### src/rtl/seq_multiplier.sv
// Sequential shift-add multiplier retiring STEP multiplier bits per cycle.
// Signed operands are handled as magnitudes with a final conditional negate.
module seq_multiplier #(
    parameter int WIDTH = 16,
    parameter int STEP  = 1
) (
    input  logic               Clock,
    input  logic               Reset,
    input  logic               iStart,
    input  logic               iSigned,
    input  logic               iClear,
    input  logic [WIDTH-1:0]   iData_A,
    input  logic [WIDTH-1:0]   iData_B,
    output logic               oReady,
    output logic               oDone,
    output logic [2*WIDTH-1:0] oResult
);

    localparam int ITER  = WIDTH / STEP;
    localparam int ACC_W = 2 * WIDTH + STEP;
    localparam int CNT_W = $clog2(ITER + 1);
    localparam logic [CNT_W-1:0] CNT_LOAD = CNT_W'(ITER);
    localparam logic [CNT_W-1:0] CNT_ONE  = CNT_W'(1);

    typedef enum logic [1:0] {
        IDLE = 2'd0,
        BUSY = 2'd1,
        DONE = 2'd2
    } state_t;

    state_t               state_r;
    state_t               state_s;
    logic                 start_s;
    logic [CNT_W-1:0]     cnt_r;
    logic [ACC_W-1:0]     acc_r;
    logic [ACC_W-1:0]     acc_step_s;
    logic [WIDTH-1:0]     mag_a_r;
    logic                 neg_r;
    logic [WIDTH+STEP-1:0] partial_s;
    logic [WIDTH+STEP-1:0] sum_s;
    logic [2*WIDTH-1:0]   final_s;
    logic [2*WIDTH-1:0]   result_r;
    logic                 done_r;
    logic                 ready_r;

    // -2^(WIDTH-1) maps onto 2^(WIDTH-1), which still fits the unsigned field.
    function automatic logic [WIDTH-1:0] magnitude(input logic [WIDTH-1:0] v, input logic sgn);
        if (sgn && v[WIDTH-1]) begin
            return ~v + {{(WIDTH-1){1'b0}}, 1'b1};
        end else begin
            return v;
        end
    endfunction

    function automatic logic [2*WIDTH-1:0] negate(input logic [2*WIDTH-1:0] v);
        return ~v + {{(2*WIDTH-1){1'b0}}, 1'b1};
    endfunction

    // Next-state logic; clear always wins over start and completion.
    always_comb begin
        state_s = state_r;
        start_s = 1'b0;
        case (state_r)
            IDLE: begin
                if (iClear) begin
                    state_s = IDLE;
                end else if (iStart) begin
                    state_s = BUSY;
                    start_s = 1'b1;
                end else begin
                    state_s = IDLE;
                end
            end
            BUSY: begin
                if (iClear) begin
                    state_s = IDLE;
                end else if (cnt_r == {CNT_W{1'b0}}) begin
                    state_s = DONE;
                end else begin
                    state_s = BUSY;
                end
            end
            DONE: state_s = IDLE;
            default: state_s = IDLE;
        endcase
    end

    // One shift-add step: upper half gains (multiplier bits x multiplicand), then shift.
    always_comb begin
        partial_s  = {{STEP{1'b0}}, mag_a_r} * {{WIDTH{1'b0}}, acc_r[STEP-1:0]};
        sum_s      = acc_r[ACC_W-1:WIDTH] + partial_s;
        acc_step_s = {sum_s, acc_r[WIDTH-1:0]} >> STEP;
        final_s    = neg_r ? negate(acc_r[2*WIDTH-1:0]) : acc_r[2*WIDTH-1:0];
    end

    // State register with registered ready/done strobes.
    always_ff @(posedge Clock or negedge Reset) begin
        if (!Reset) begin
            state_r <= IDLE;
            ready_r <= 1'b1;
            done_r  <= 1'b0;
        end else begin
            state_r <= state_s;
            ready_r <= (state_s == IDLE);
            done_r  <= (state_s == DONE);
        end
    end

    // Operand capture, iteration datapath and result hold register.
    always_ff @(posedge Clock or negedge Reset) begin
        if (!Reset) begin
            cnt_r    <= {CNT_W{1'b0}};
            acc_r    <= {ACC_W{1'b0}};
            mag_a_r  <= {WIDTH{1'b0}};
            neg_r    <= 1'b0;
            result_r <= {(2*WIDTH){1'b0}};
        end else begin
            if (start_s) begin
                acc_r   <= {{(WIDTH+STEP){1'b0}}, magnitude(iData_B, iSigned)};
                mag_a_r <= magnitude(iData_A, iSigned);
                neg_r   <= iSigned & (iData_A[WIDTH-1] ^ iData_B[WIDTH-1]);
                cnt_r   <= CNT_LOAD;
            end else if ((state_r == BUSY) && (cnt_r != {CNT_W{1'b0}})) begin
                acc_r <= acc_step_s;
                cnt_r <= cnt_r - CNT_ONE;
            end
            if (state_s == DONE) begin
                result_r <= final_s;
            end
        end
    end

    assign oReady  = ready_r;
    assign oDone   = done_r;
    assign oResult = result_r;

endmodule

### config.mk
export PLATFORM = sky130hd
export DESIGN_NAME = seq_multiplier
export DESIGN_NICKNAME = d
export VERILOG_FILES = /design/src/rtl/seq_multiplier.sv
export SDC_FILE = /design/constraint.sdc
export NUM_CORES = 1
export LEC_CHECK = 0
export BUFFER_PORTS_ARGS = -buffer_cell sky130_fd_sc_hd__buf_2
export CORE_MARGIN = 1.5
export CORE_UTILIZATION = 50
export CTS_CLUSTER_DIAMETER = 50
export DETAILED_ROUTE_END_ITERATION = 6
export GPL_ROUTABILITY_DRIVEN = 0
export HOLD_SLACK_MARGIN = 0.15
export PLACE_DENSITY = 0.77
export RECOVER_POWER = 25
export SYNTH_ARGS = -nofsm -noshare
export SYNTH_HDL_FRONTEND = slang
export SYNTH_SLANG_ARGS = --single-unit
### constraint.sdc
create_clock -name Clock -period 2.3 [get_ports Clock]
set_input_delay 0 -clock Clock [delete_from_list [all_inputs] [get_ports Clock]]
set_output_delay 0 -clock Clock [all_outputs]
set_load 0.01 [all_outputs]
==> impl_metrics.json <==
{
  "drtAntennaViolNets": 0,
  "min_period_ns": 2.34,
  "power_density_mw_per_mm2": 972,
  "drv_slew": 0,
  "critPathLaunchType": "flip-flop",
  "synthArstFlopShare": 1.00,
  "die_w_um": 109,
  "htreeDepth": 3,
  "core_region_area_mm2": 0.0109,
  "antenna_found_initial": 0,
  "syn-num-nets": 694,
  "worstSkewPairLatency_ns": 0.35,
  "synth.distinct_cells": 60,
  "setup_ws_ns": -0.0404,
  "cp.required_ns": 2.55,
  "max_stage_delay_ns": 0.42,
  "final_common_cell": "dfrtp_1",
  "timing.rr.start": "acc_r[0]$_DFFE_PN0P_",
  "io_buffers": 70,
  "rsz0062_at_grt": "yes",
  "first_pass_iters": 5,
  "critPathBufInv": 1,
  "grtUsageTotal": 0.251,
  "min_to": "mag_a_r[4]$_DFFE_PN0P_",
  "wl_per_cell_um": 16.0,
  "outcome": "finished, violations left",
  "min_from": "iData_A[3]",
  "start_util": 0.517,
  "hold_violations": 0,
  "dpl_worst_slack_ns": -0.0913,
  "viasPerCell": 5.75,
  "drive_gt1_frac": 0.226,
  "fmax_ghz": 0.427,
  "postLayoutCellArea_mm2": 0.00719,
  "drc": 0,
  "pin_count": 71,
  "skew_ns": 0.0142,
  "period_share": 1.02,
  "cp-end-kind": "flip-flop",
  "cts_sinks": 90,
  "hold_depth": 5,
  "worst_pin_slew_ns": 1.21,
  "synth_seq_cells": 90,
  "overflow": 0,
  "hp-class": "in -> reg",
  "ys_warn_count": 0,
  "die_h_um": 109,
  "whs_ns": 0.230,
  "row_count": 38,
  "area_delta_synth_final_pct": 27.7,
  "cts-root-buf": "clkbuf_8",
  "grt_max_degree": 67,
  "placedInstanceArea_mm2": 0.00632,
  "synth_area_per_cell_um2": 8.86,
  "crit_chain": "and2_4, ha_4, inv_2, fa_2, nor2b_2, o31a_1, o311a_1, a211oi_2, xor2_1, o21ai_1",
  "cts_tree": "yes",
  "setup_viol": 2,
  "synth_cells": 635,
  "first_global_vias": 4981,
  "cp_top_family": "compound AO/OA/AOI/OAI gates",
  "reg2reg_to": "acc_r[23]$_DFFE_PN0P_",
  "r2r_setup_slack_ns": -0.04,
  "cap_violations": 0,
  "grt_pass1_wl_mm": 23.4,
  "post-dp-hpwl_mm": 10.1,
  "ys_seq_area_frac": 0.400,
  "vias": 5255,
  "post-route-util": 0.660,
  "synth_edf_count": 0,
  "final_cell_mix": "dfrtp_1 (89), nand2_1 (80), buf_2 (66)",
  "max_slew_margin": 0.192,
  "drt_iter0_drc": 323,
  "worstPathMaxFanout": 4,
  "cts_inserted_buffers": 9,
  "cellLeakagePower_nw": 3.26,
  "cts_max_path_buffers": 2,
  "nets": 828,
  "reg2regPathDepth": 10,
  "cp_slowest_cell": "dfrtp_1",
  "die_area_mm2": 0.0119,
  "crit_type": "reg -> reg",
  "peakVddDrop_mv": 0.454,
  "arrival_ns": 2.59,
  "synth.cell_area_mm2": 0.00563,
  "wirelength_mm": 14.6,
  "violations": "negative setup slack",
  "worstSetupPathDepth": 10,
  "synth_flop_cell": "dfrtp_1",
  "cts.clk_slew.worst_paths_ns": 0.09,
  "antenna_cells": 0
}
## cell usage after synthesis, types with 2 or more instances
master    instances  share of area
mux2i_1           4         0.0071
and2_1           17          0.019
nand2b_1          5         0.0056
a31o_2            2         0.0031
a22oi_1          11          0.015
clkbuf_1         29          0.019
xor2_1           43          0.067
nand3b_1          2         0.0027
nor4_4            2         0.0076
o41ai_1           3         0.0047
xnor2_1          24          0.037
nand4b_1          2         0.0031
o21ai_1          30          0.027
inv_1            18          0.012
nor3b_1           3         0.0040
nor2b_1           3         0.0033
nand3_1          22          0.020
nor3_1           13          0.012
o21bai_1          3         0.0040
a31oi_1           8         0.0089
nor4_1            3         0.0033
o21ai_0          62          0.055
buf_1             5         0.0033
a21o_1            5         0.0067
nand2_1          81          0.054
o21a_1            5         0.0067
dfrtp_1          89           0.40
nand4_1           4         0.0044
a211oi_1          3         0.0040
or4_1             4         0.0053
o31a_1            2         0.0031
o41ai_2           2         0.0058
nor4b_2           2         0.0053
or3_1             6         0.0067
o31ai_1          17          0.023
and3_1            4         0.0044
a21oi_1          26          0.023
nor2_1           29          0.019
ha_1             21          0.047
## how the worst max path moves through the flow
stage                                     from                     to
after detailed placement  acc_r[0]$_DFFE_PN0P_  acc_r[31]$_DFFE_PN0P_
after global routing      acc_r[0]$_DFFE_PN0P_  acc_r[27]$_DFFE_PN0P_
after CTS                 acc_r[0]$_DFFE_PN0P_  acc_r[31]$_DFFE_PN0P_
after global placement    acc_r[0]$_DFFE_PN0P_  acc_r[27]$_DFFE_PN0P_
after floorplan           acc_r[0]$_DFFE_PN0P_  acc_r[27]$_DFFE_PN0P_
final                     acc_r[0]$_DFFE_PN0P_  acc_r[23]$_DFFE_PN0P_
## report_power, final
part           internal (mW)  switching, mW
Sequential              2.13          0.602
Combinational           1.48           1.79
Clock                  0.405          0.589
## routing by layer
layer | global-route usage | routed length (µm)
met1 | 0.331 | 6480
met2 | 0.419 | 7110
met3 | 0.0335 | 714
met4 | 0.0902 | 277
met5 | 0 | 0
## tightest hold or removal path, delay by kind of cell
family                    cells  cell delay [ns]
xor gates and xnor gates      1             0.18
AOI/OAI and AO/OA             2             0.16
and+or+nand+nor               1             0.08
buffers and inverters         1             0.11
## repair_timing
item                                   CTS  global route
setup endpoints to repair                4            18
endpoints found under the hold margin  117             0
pin swaps                                0            13
buffers inserted                         0             4
resized for setup                        4            37
hold buffers                            49             0
## through the flow
step / setup TNS, ns / total power [mW] / std cells
after floorplan: 0 / 4.56 / 635
after global placement: 0 / 5.57 / 845
after detailed placement: -0.194 / 5.73 / 845
after CTS: 0 / 6.82 / 910
after global routing: -0.578 / 7.52 / 914
final: -0.0784 / 6.99 / 914
## layout make-up
cell class                 count  area (µm²)
fill                         839        3700
multi-input combinational    493        3370
sequential                    90        2250
timing repair buffer         157        1150
tap                          140         175
clock buffer                  10         128
inverter                      18        67.6
clock inverter                 6        50.0
## state kept, by name, indices dropped and copies added (netlist names)
name and flops:
acc_r 32, oReady 1, cnt_r 5, oDone 1
mag_a_r 16, state_r 2, neg_r 1, oResult 32
## cells by family (layout without fill, tap and decap cells)
logic type | count (synthesis) | in the layout | synth area share
simple gates | 212 | 212 | 0.198
compound gates | 188 | 188 | 0.205
flops | 90 | 90 | 0.400
mux | 4 | 4 | 0.00711
buf+inv | 52 | 191 | 0.0347
fa+ha+maj | 22 | 22 | 0.0502
xor+xnor | 67 | 67 | 0.104
Note: power is estimated with default switching activity, not from simulation.
